`config.mk`:
```
export PLATFORM = sky130hd
export DESIGN_NAME = spi_master
export DESIGN_NICKNAME = d
export VERILOG_FILES = /design/src/rtl/spi_pkg.sv /design/src/rtl/spi_master.sv
export SDC_FILE = /design/constraint.sdc
export NUM_CORES = 1
export LEC_CHECK = 0
export CAP_MARGIN = 0
export CELL_PAD_IN_SITES_DETAIL_PLACEMENT = 0
export CELL_PAD_IN_SITES_GLOBAL_PLACEMENT = 2
export CORE_UTILIZATION = 30
export DETAILED_ROUTE_END_ITERATION = 8
export HOLD_SLACK_MARGIN = 0.1
export PLACE_DENSITY_LB_ADDON = 0.25
export SLEW_MARGIN = 20
export SYNTH_ARGS = -nofsm -noshare
export SYNTH_HDL_FRONTEND = slang
export SYNTH_SLANG_ARGS = --single-unit
```
`constraint.sdc`:
```
create_clock -name clk_i -period 2.4 [get_ports clk_i]
set_input_delay 0.48 -clock clk_i [delete_from_list [all_inputs] [get_ports clk_i]]
set_output_delay 0.48 -clock clk_i [all_outputs]
set_load 0.03 [all_outputs]
```
`src/rtl/spi_pkg.sv`:
```
// Shared types and constants for the SPI master.
// Holds the FSM state encoding, the byte width and the default divider
// and chip-select hold settings used by spi_master.
package spi_pkg;

  localparam int SPI_BYTE_W      = 8;
  localparam int SPI_CLK_DIV_DEF = 4;
  localparam int SPI_CS_HOLD_DEF = 2;

  typedef enum logic [1:0] {IDLE, SHIFT, WAIT, HOLD} spi_mst_state_t;

endpackage

```
`src/rtl/spi_master.sv`:
```
// SPI mode-0 master (CPOL=0, CPHA=0), MSB first, full duplex, byte stream in/out.
// Latency: cs_n falls on the accept edge; the rx byte pulses 16*CLK_DIV cycles later.
// Backpressure: spi_byte_rdy_o is high only in IDLE/WAIT; a byte offered while busy is held off.
// Ports: clk_i/rst_n_i; tx stream spi_byte_{vld,data,last}_i with spi_byte_rdy_o;
//        rx pulse spi_byte_{vld,data}_o; SPI pins spi_sclk_o, spi_mosi_o, spi_cs_n_o, spi_miso_i.
module spi_master
  import spi_pkg::*;
#(
  parameter int CLK_DIV = SPI_CLK_DIV_DEF,
  parameter int CS_HOLD = SPI_CS_HOLD_DEF
) (
  input  logic                  clk_i,
  input  logic                  rst_n_i,
  input  logic                  spi_byte_vld_i,
  input  logic [SPI_BYTE_W-1:0] spi_byte_data_i,
  input  logic                  spi_byte_last_i,
  output logic                  spi_byte_rdy_o,
  output logic                  spi_byte_vld_o,
  output logic [SPI_BYTE_W-1:0] spi_byte_data_o,
  output logic                  spi_sclk_o,
  output logic                  spi_mosi_o,
  output logic                  spi_cs_n_o,
  input  logic                  spi_miso_i
);

  localparam logic [7:0] DIV_TC  = 8'(CLK_DIV - 1);
  localparam logic [7:0] HOLD_TC = 8'(CS_HOLD - 1);

  spi_mst_state_t        state_q, state_d;
  logic [7:0]            div_q, div_d;
  logic [2:0]            bit_q, bit_d;
  logic [7:0]            hold_q, hold_d;
  logic [SPI_BYTE_W-1:0] tx_sr_q, tx_sr_d;
  // Only seven rx bits are ever stored: the eighth goes straight to the output.
  logic [SPI_BYTE_W-2:0] rx_sr_q, rx_sr_d;
  logic                  last_q, last_d;
  logic                  sclk_q, sclk_d;
  logic                  mosi_q, mosi_d;
  logic                  cs_n_q, cs_n_d;
  logic                  vld_q, vld_d;
  logic [SPI_BYTE_W-1:0] dat_q, dat_d;

  logic accept;
  logic div_tc;
  logic byte_done;

  // Ready is a pure decode of the state register.
  assign spi_byte_rdy_o = (state_q == IDLE) || (state_q == WAIT);
  assign accept         = spi_byte_vld_i & spi_byte_rdy_o;
  assign div_tc         = (div_q == DIV_TC);
  // The eighth falling sclk edge closes the byte.
  assign byte_done      = (state_q == SHIFT) && div_tc && sclk_q && (bit_q == 3'd7);

  // State and datapath registers.
  always_ff @(posedge clk_i or negedge rst_n_i) begin
    if (!rst_n_i) begin
      state_q <= IDLE;
      div_q   <= '0;
      bit_q   <= '0;
      hold_q  <= '0;
      tx_sr_q <= '0;
      rx_sr_q <= '0;
      last_q  <= 1'b0;
      sclk_q  <= 1'b0;
      mosi_q  <= 1'b0;
      cs_n_q  <= 1'b1;
      vld_q   <= 1'b0;
      dat_q   <= '0;
    end else begin
      state_q <= state_d;
      div_q   <= div_d;
      bit_q   <= bit_d;
      hold_q  <= hold_d;
      tx_sr_q <= tx_sr_d;
      rx_sr_q <= rx_sr_d;
      last_q  <= last_d;
      sclk_q  <= sclk_d;
      mosi_q  <= mosi_d;
      cs_n_q  <= cs_n_d;
      vld_q   <= vld_d;
      dat_q   <= dat_d;
    end
  end

  // Next-state logic.
  always_comb begin
    state_d = state_q;
    unique case (state_q)
      IDLE, WAIT: if (accept) state_d = SHIFT;
      SHIFT:      if (byte_done) state_d = last_q ? HOLD : WAIT;
      HOLD:       if (hold_q == HOLD_TC) state_d = IDLE;
      default:    state_d = IDLE;
    endcase
  end

  // Next values of the registered outputs and shift/count registers.
  always_comb begin
    div_d   = div_q;
    bit_d   = bit_q;
    hold_d  = hold_q;
    tx_sr_d = tx_sr_q;
    rx_sr_d = rx_sr_q;
    last_d  = last_q;
    sclk_d  = sclk_q;
    mosi_d  = mosi_q;
    cs_n_d  = cs_n_q;
    vld_d   = 1'b0;
    dat_d   = dat_q;
    unique case (state_q)
      IDLE, WAIT: begin
        sclk_d = 1'b0;
        if (accept) begin
          tx_sr_d = spi_byte_data_i;
          last_d  = spi_byte_last_i;
          mosi_d  = spi_byte_data_i[SPI_BYTE_W-1];
          cs_n_d  = 1'b0;
          div_d   = '0;
          bit_d   = '0;
        end
      end
      SHIFT: begin
        if (div_tc) begin
          div_d  = '0;
          sclk_d = ~sclk_q;
          if (sclk_q) begin
            // Falling edge: miso is taken at the end of the high phase.
            rx_sr_d = {rx_sr_q[SPI_BYTE_W-3:0], spi_miso_i};
            bit_d   = bit_q + 3'd1;
            if (bit_q != 3'd7) begin
              // Rotate so the next bit to send sits in the MSB.
              tx_sr_d = {tx_sr_q[SPI_BYTE_W-2:0], tx_sr_q[SPI_BYTE_W-1]};
              mosi_d  = tx_sr_q[SPI_BYTE_W-2];
            end else begin
              vld_d  = 1'b1;
              dat_d  = {rx_sr_q, spi_miso_i};
              hold_d = '0;
            end
          end
        end else begin
          div_d = div_q + 8'd1;
        end
      end
      HOLD: begin
        if (hold_q == HOLD_TC) cs_n_d = 1'b1;
        else                   hold_d = hold_q + 8'd1;
      end
      default: ;
    endcase
  end

  assign spi_byte_vld_o  = vld_q;
  assign spi_byte_data_o = dat_q;
  assign spi_sclk_o      = sclk_q;
  assign spi_mosi_o      = mosi_q;
  assign spi_cs_n_o      = cs_n_q;

endmodule

```
==> flow_summary.ini, run 1 <==
[clock_network]
h-tree-depth = 2
cts-resized-gates = 0
clkTransAtPathRegs_ns = 0.10
insertion_delay_ns = 0.30
clockRootBuffer = clkbuf_8
clockBufferDepth = 2
clock-sinks = 48
numCtsBuffers = 5
cts_setup_buffers = 0
cts_tree = built
postCtsHoldBufs = 0

[global_route]
grt_pass1_vias = 1632
antenna_found_initial = 0
overflow = 0
grt_pass1_wl_mm = 8.07
grt_max_degree = 25
grt_usage_pct = 12.4

[sta]
fmax_mhz = 476
fin_tns_setup_ns = 0
timing.clock.skew_ns = 0.00759
finalSetupViolCount = 0
min_period_ns = 2.10
post-route-period-util_pct = 87.5
rsz0062_at_grt = false
relSlewSlack_pct = 50.7
worst_slew_pin_slew_ns = 0.739
hold_slack_ns = 0.159
finalHoldViolCount = 0
slew_violations = 0

[synthesis]
synth_area_leaders = dfrtp_1 (51%), mux2_2 (12%), nand2_1 (5.9%)
synthArstFlopShare_pct = 100
synth.distinct_cells = 41
yosys_warnings = 0
syn_avg_cell_area_um2 = 11.3
synth_edf_count = 0
yosysSeqAreaShare_pct = 52.1
syn_nets = 223
ys_ff_latch = 48
synth_cells = 205
synth_top_area_cell = dfrtp_1
syn-cell-area_um2 = 2310
ys.flop_type = dfrtp_1
synth_top_area_share_pct = 50.9

[drt]
post_drt_wl_per_cell_um = 14.1
first_pass_iters = 4
dr.first_iter.drc_count = 65
drt-total-wl_mm = 4.78
postRouteAntennaNets = 0
drt_drc_violations_left = 0
num_vias = 1658
routed_via_density = 4.89

[final_layout]
synthToLayoutAreaGrowth_pct = 22.2
nets = 257
fin_cells = 339
final_layout_size_suffix_gt1_share_pct = 20.0
antenna_cells = 0

[worst_setup_path]
path_cells = inv_1 -> clkdlybuf4s50_1
startpoint = state_q[0]$_DFFE_PN0P_
required_ns = 1.92
worst-path-max-fanout = 7
cpMaxStageDelayCell = clkdlybuf4s50_1
criticalPathCategory = register to primary output
crit_arrival_ns = 1.62
end_kind = primary output
slowest_delay_ns = 0.69
worst_setup_path_start_kind = register
critPathTopFamily = buffers and inverters
cp.depth = 2
critPathCapture = spi_byte_rdy_o
reg2reg_depth = 4
r2r_end = tx_sr_q[4]$_DFFE_PN0P_
worst-path-buf-inv = 2
ff2ff_setup_slack_ns = 0.37
regToRegStartpoint = div_q[4]$_DFFE_PN0P_

[floorplan]
start_util_pct = 31.5
rows = 31
die_h_um = 89.7
ioPinCount = 26
core-area_um2 = 7330
die_x_um = 89.7
die_area_um2 = 8050

[power]
power_mw = 1.47
switching_power_mw = 0.320
internal-power_mw = 1.15
cellLeakagePower_nw = 1.24
swShare_pct = 21.8
clock_power_share_pct = 41.6
power_frac_comb_pct = 3.0
vdd_drop_max_mv = 0.296
powerDensity_nw_per_um2 = 520
seqPwrFrac_pct = 55.4

[job]
maxCapViolations = 0

[worst_hold_path]
hold_class = input pin to asynchronous set/reset pin

[placement]
dp.cells = 331
io_buffer_count = 25
dpl.hpwl_mm = 3.26
gp_congestion = 0.728

[run_status]
status = finished, final reports clean
-- registers in the layout, indices dropped and copies added, names as in the netlist --
signal	count
spi_byte_data_o	8
hold_q	8
state_q	2
rx_sr_q	7
spi_sclk_o	1
last_q	1
bit_q	3
spi_cs_n_o	1
spi_byte_vld_o	1
tx_sr_q	8
div_q	8
-- power groups by stage --
stage / sequential [mW] / clock (mW) / combinational (mW)
finish: 0.812 / 0.610 / 0.0442
detailed placement: 0.828 / 0 / 0.0458
global placement: 0.828 / 0 / 0.0455
floorplan: 0.830 / 0 / 0.00251
CTS: 0.812 / 0.634 / 0.0462
global route: 0.813 / 0.661 / 0.0493
-- worst min-delay path by stage --
stage                       startpoint               endpoint  slack (ns)
floorplan                      rst_n_i   bit_q[0]$_DFFE_PN0P_        0.18
global placement    last_q$_DFFE_PN0P_     last_q$_DFFE_PN0P_        0.48
detailed placement  last_q$_DFFE_PN0P_     last_q$_DFFE_PN0P_        0.47
CTS                            rst_n_i  hold_q[4]$_DFFE_PN0P_        0.18
global route                   rst_n_i   div_q[5]$_DFFE_PN0P_        0.19
finish                         rst_n_i   div_q[5]$_DFFE_PN0P_        0.16
-- layout by cell type (no fill, tap or decap), types with 3 or more instances in the layout --
| cell type | n |
|---|---|
| inv_1 | 5 |
| and3_1 | 4 |
| a21oi_1 | 3 |
| mux2_2 | 25 |
| buf_4 | 7 |
| nand2_1 | 36 |
| and2_1 | 4 |
| clkbuf_8 | 5 |
| nor2_1 | 4 |
| dfrtp_1 | 47 |
| ha_1 | 5 |
| clkdlybuf4s50_1 | 24 |
| a22o_1 | 4 |
| or3_1 | 4 |
| o21ai_0 | 9 |
| nand3b_1 | 4 |
| o211ai_1 | 6 |
| nand3_1 | 12 |
-- final cells by class --
type	count	area, µm²
clock inverter	3	46.3
tap	99	124
sequential	48	1200
fill	731	4510
clock buffer	5	68.8
multi-input combinational	147	1060
inverter	5	18.8
timing repair buffer	32	298
-- Yosys cell counts, drive strengths merged (2+ instances only) --
master    n
nor2      4
inv       5
nor2b     2
a221o     2
a2111oi   2
a22o      4
nand2b    2
o21ai     9
or3       4
dfrtp    47
nand3b    4
nor4b     2
nand3    12
nand4     3
a21oi     4
clkbuf    2
and2      4
nand2    36
ha        5
buf       3
and3      4
a211oi    2
o211ai    7
mux2     25
-- per-layer routing --
layer  track usage [%]  routed length, µm
met3              3.21                165
met2              20.1               2340
met5                 0                  0
met4              3.28                 19
met1              16.3               2260
-- cells by family after synthesis --
| logic type | after synthesis | synth area share, % |
|---|---|---|
| XOR/XNOR | 2 | 0.759 |
| adder cells (fa/ha/maj) | 5 | 2.71 |
| multiplexers | 26 | 12.6 |
| flip-flops | 48 | 52.1 |
| buffers and inverters | 10 | 1.84 |
| AND/OR/NAND/NOR | 80 | 18.9 |
| AO/OA/AOI/OAI | 34 | 11.1 |
-- per-stage QoR --
| step | utilization, % | setup WS [ns] | area [µm²] |
|---|---|---|---|
| after floorplan | - | 0.504 | 2310 |
| after global placement | 36.9 | 0.360 | 2710 |
| after detailed placement | 36.9 | 0.344 | 2710 |
| after CTS | 38.5 | 0.266 | 2820 |
| after global routing | 38.5 | 0.184 | 2820 |
| final | 38.5 | 0.299 | 2820 |
Note: power is estimated with default switching activity, not from simulation.
==> run 2: changes to the inputs <==
Settings changed: CTS_BUF_LIST from default to sky130_fd_sc_hd__clkbuf_8, DONT_BUFFER_PORTS from default to 1.
==> run 2 against run 1 <==
  * Count of clock-buffer cells in the layout stayed put
  * Sequential cell count stayed put
  * Global-route usage is 0.51 points higher
  * Sequential power hardly changed
  * Combinational power is 43% lower
  * Wire length is 0.42% lower
  * Cell area is 5.8% lower
  * Via count is 5.1% lower
  * Worst setup slack worse by 0.0034 ns
  * Die area stayed put
  * Critical path depth is 3 higher
  * Highest routed layer unchanged
==> flow_summary.ini, run 2 (synthesized netlist as in run 1, its figures left out) <==
[clock_network]
cts_tree = built
clkTransAtPathRegs_ns = 0.09
clockRootBuffer = clkbuf_8
clockBufferDepth = 2
h-tree-depth = 2
cts_setup_buffers = 0
insertion_delay_ns = 0.30
numCtsBuffers = 5
clock-sinks = 48
cts-resized-gates = 0

[sta]
fmax_mhz = 475
finalHoldViolCount = 0
post-route-period-util_pct = 87.7
slew_violations = 0
rsz0062_at_grt = false
relSlewSlack_pct = 58.9
min_period_ns = 2.10
timing.clock.skew_ns = 0.00783
fin_tns_setup_ns = 0
finalSetupViolCount = 0
worst_slew_pin_slew_ns = 0.614

[worst_setup_path]
path_cells = ha_1 -> nor4b_4 -> nand2_1 -> a21oi_4 -> mux2_2
end_kind = register
required_ns = 2.58
criticalPathCategory = register to register
worst_setup_path_start_kind = register
critPathTopFamily = simple AND/OR/NAND/NOR gates
cpMaxStageDelayCell = nor4b_4
ff2ff_setup_slack_ns = 0.30
regToRegStartpoint = div_q[0]$_DFFE_PN0P_
crit_arrival_ns = 2.29
worst-path-buf-inv = 0
startpoint = div_q[0]$_DFFE_PN0P_
slowest_delay_ns = 0.45
worst-path-max-fanout = 8

[final_layout]
nets = 234
nFillCells = 742
antenna_cells = 0
final_common_cell = dfrtp_1
synthToLayoutAreaGrowth_pct = 15.1
final_cell_mix = dfrtp_1 (47), nand2_1 (36), mux2_2 (25), nand3_1 (12), o21ai_0 (9)
final_layout_size_suffix_gt1_share_pct = 22.1
fin_util_pct = 36.3

[placement]
io_buffer_count = 0
dpl.hpwl_mm = 3.26
gp_congestion = 0.669

[power]
vdd_drop_max_mv = 0.338
cellLeakagePower_nw = 1.18
powerDensity_nw_per_um2 = 617

[floorplan]
core-area_um2 = 7330
die_h_um = 89.7
die_area_um2 = 8050
start_util_pct = 31.5
rows = 31
die_x_um = 89.7
ioPinCount = 26

[drt]
dr.first_iter.drc_count = 33
routed_via_density = 4.98
post_drt_wl_per_cell_um = 15.1
num_vias = 1573
postRouteAntennaNets = 0
first_pass_iters = 4
drt-total-wl_mm = 4.76
drt_drc_violations_left = 0

[job]
maxCapViolations = 0

[worst_hold_path]
worstHoldStart = spi_byte_last_i
hold_class = input pin to register

[global_route]
grt_pass1_vias = 1646
antenna_found_initial = 0
grt_pass1_wl_mm = 8.40
grt_max_degree = 49
overflow = 0
grt_usage_pct = 12.9

[run_status]
status = finished, final reports clean
==> run 2: layout make-up <==
cell class / count / area, µm² / area share, %
repair buffers: 9 / 90.1 / 3.39
flip-flops and latches: 48 / 1200 / 45.2
multi-input cells: 147 / 1060 / 40.0
clock inverters: 3 / 90.1 / 3.39
well taps: 99 / 124 / 4.66
clock buffers: 5 / 68.8 / 2.59
inverters: 5 / 18.8 / 0.706
==> run 2: final timing paths <==
check                                          to  cells past startpoint
max                        tx_sr_q[4]$_DFFE_PN0P_                      5
min in group asynchronous    div_q[4]$_DFFE_PN0P_                      2
min reg2reg                    last_q$_DFFE_PN0P_                      2
min                            last_q$_DFFE_PN0P_                      2
max reg2reg                tx_sr_q[4]$_DFFE_PN0P_                      5
max in group asynchronous  spi_cs_n_o$_DFFE_PN1P_                      2
==> run 2: per-layer routing <==
layer	track usage, %	vias to the layer above	share of wire (%)
li1	-	762	-
met1	17.9	788	50
met2	20.3	21	47
met3	2.88	2	2.9
met4	3.28	0	0.25
met5	0	-	0
==> run 2: power breakdown <==
part | switching (mW) | total (mW) | internal (mW) | leakage (nW)
Sequential | 0.00345 | 0.814 | 0.811 | 0.584
Clock | 0.280 | 0.800 | 0.521 | 0.0784
Combinational | 0.0174 | 0.0251 | 0.00772 | 0.518
Total | 0.300 | 1.64 | 1.34 | 1.18
==> run 2: through the flow <==
| stage | hold slack [ns] | worst slack [ns] | instances | total power, mW | cell area (µm²) |
|---|---|---|---|---|---|
| 2_1_floorplan | 0.184 | 0.504 | 205 | 0.832 | 2310 |
| 3_3_place_gp | 0.186 | 0.275 | 306 | 0.833 | 2460 |
| 3_5_place_dp | 0.186 | 0.277 | 306 | 0.833 | 2460 |
| 4_1_cts | 0.281 | 0.267 | 316 | 1.67 | 2660 |
| 5_1_grt | 0.280 | 0.112 | 316 | 1.70 | 2660 |
| 6_report | 0.290 | 0.296 | 316 | 1.64 | 2660 |
==> run 2: repair_timing <==
action                     4_1_cts  5_1_grt
hold buffers                     2        0
hold endpoints to repair        48        0
setup endpoints to repair        0        0
==> run 3: changes to the inputs <==
Settings changed: PLACE_DENSITY from default to 0.66, PLACE_DENSITY_LB_ADDON 0.25 to default.
==> run 3 against run 2 <==
  * Die area did not move
  * Worst setup slack improved by 0.096 ns
  * Critical path type unchanged
  * Hold slack barely moved
  * Sequential cell count did not move
  * Largest power group unchanged
==> flow_summary.ini, run 3 (synthesized netlist as in run 1, its figures left out) <==
[clock_network]
clockRootBuffer = clkbuf_8
cts_setup_buffers = 0
numCtsBuffers = 5
cts_tree = built
insertion_delay_ns = 0.30
clockBufferDepth = 2
clkTransAtPathRegs_ns = 0.09
clock-sinks = 48
h-tree-depth = 2

[global_route]
grt_pass1_wl_mm = 8.06
grt_pass1_vias = 1617
grt_usage_pct = 12.6
grt_max_degree = 49
antenna_found_initial = 0
overflow = 0

[final_layout]
nets = 235
final_layout_size_suffix_gt1_share_pct = 22.5
final_cell_mix = dfrtp_1 (47), nand2_1 (36), mux2_2 (25), nand3_1 (12), o21ai_0 (9)
final_common_cell = dfrtp_1
synthToLayoutAreaGrowth_pct = 13.4
antenna_cells = 0

[placement]
dpl.hpwl_mm = 3.22
gp_congestion = 0.697
io_buffer_count = 0

[sta]
fmax_mhz = 498
min_period_ns = 2.01
worst_slew_pin_slew_ns = 0.634
fin_tns_setup_ns = 0
relSlewSlack_pct = 57.6
slew_violations = 0
finalSetupViolCount = 0
post-route-period-util_pct = 83.7
timing.clock.skew_ns = 0.00527
rsz0062_at_grt = false
finalHoldViolCount = 0

[floorplan]
start_util_pct = 31.5
ioPinCount = 26
die_h_um = 89.7
die_area_um2 = 8050
rows = 31
die_x_um = 89.7
core-area_um2 = 7330

[drt]
first_pass_iters = 4
routed_via_density = 4.82
drt_drc_violations_left = 0
postRouteAntennaNets = 0
num_vias = 1529
post_drt_wl_per_cell_um = 15.1
drt-total-wl_mm = 4.78
dr.first_iter.drc_count = 53

[run_status]
status = finished, final reports clean

[worst_setup_path]
required_ns = 2.57
regToRegStartpoint = hold_q[1]$_DFFE_PN0P_
worst_setup_path_start_kind = register
cpMaxStageDelayCell = or4b_1
end_kind = register
crit_arrival_ns = 2.18
worst-path-buf-inv = 1
worst-path-max-fanout = 7
startpoint = hold_q[1]$_DFFE_PN0P_
critPathTopFamily = simple AND/OR/NAND/NOR gates
criticalPathCategory = register to register
slowest_delay_ns = 0.47
path_cells = inv_1 -> ha_1 -> or4b_1 -> o211ai_2 -> and2_1 -> o211ai_1

[worst_hold_path]
worstHoldStart = spi_byte_last_i
hold_class = input pin to register

[power]
vdd_drop_max_mv = 0.263
power_mw = 1.43
powerDensity_nw_per_um2 = 547
cellLeakagePower_nw = 1.16

[job]
maxCapViolations = 0
[run 3: through the flow]
step / hold WS (ns) / instance area [µm²] / util [%] / setup WS, ns / instances
3_3_place_gp: 0.186 / 2470 / 33.7 / 0.379 / 307
3_5_place_dp: 0.187 / 2470 / 33.7 / 0.370 / 307
4_1_cts: 0.286 / 2620 / 35.7 / 0.352 / 317
2_1_floorplan: 0.184 / 2310 / - / 0.504 / 205
6_report: 0.291 / 2620 / 35.7 / 0.392 / 317
5_1_grt: 0.292 / 2620 / 35.7 / 0.235 / 317
[run 3: where the power goes]
| group | total [mW] | switching, mW | internal [mW] | leakage (nW) |
|---|---|---|---|---|
| Combinational | 0.0250 | 0.0173 | 0.00773 | 0.525 |
| Clock | 0.593 | 0.284 | 0.309 | 0.0541 |
| Sequential | 0.814 | 0.00326 | 0.811 | 0.584 |
| Total | 1.43 | 0.304 | 1.13 | 1.16 |
[run 3: final timing paths]
check	to	slack, ns	depth (start not counted)
max	hold_q[4]$_DFFE_PN0P_	0.39	6
max reg2reg	hold_q[4]$_DFFE_PN0P_	0.39	6
max in group asynchronous	spi_cs_n_o$_DFFE_PN1P_	1.46	2
min reg2reg	last_q$_DFFE_PN0P_	0.50	2
min	last_q$_DFFE_PN0P_	0.29	2
min in group asynchronous	div_q[5]$_DFFE_PN0P_	0.68	2
[run 3: cell type report]
cell class / instances / area [µm²]
repair buffers: 10 / 97.6
multi-input cells: 147 / 1060
well taps: 99 / 124
clock inverters: 3 / 42.5
flip-flops and latches: 48 / 1200
fillers: 740 / 4710
clock buffers: 5 / 68.8
inverters: 5 / 18.8
[run 3: repair_timing]
action	in CTS	in global routing
resized for setup	0	0
hold endpoints to repair	48	0
hold buffers	2	0
setup endpoints to repair	0	0
[run 3: worst reg2reg max path, cell delays in order (launching register included)]
cell and delay [ns]:
dfrtp_1 0.41, inv_1 0.06, ha_1 0.12, or4b_1 0.47, o211ai_2 0.32, and2_1 0.36
o211ai_1 0.14
[run 3: per-layer routing]
| metal | vias up | wire, µm | track usage (%) |
|---|---|---|---|
| met5 | - | 0 | 0 |
| met4 | 0 | 36 | 3.28 |
| met3 | 4 | 162 | 3.21 |
| met2 | 20 | 2210 | 20.8 |
| met1 | 739 | 2370 | 16.4 |
| li1 | 766 | - | - |
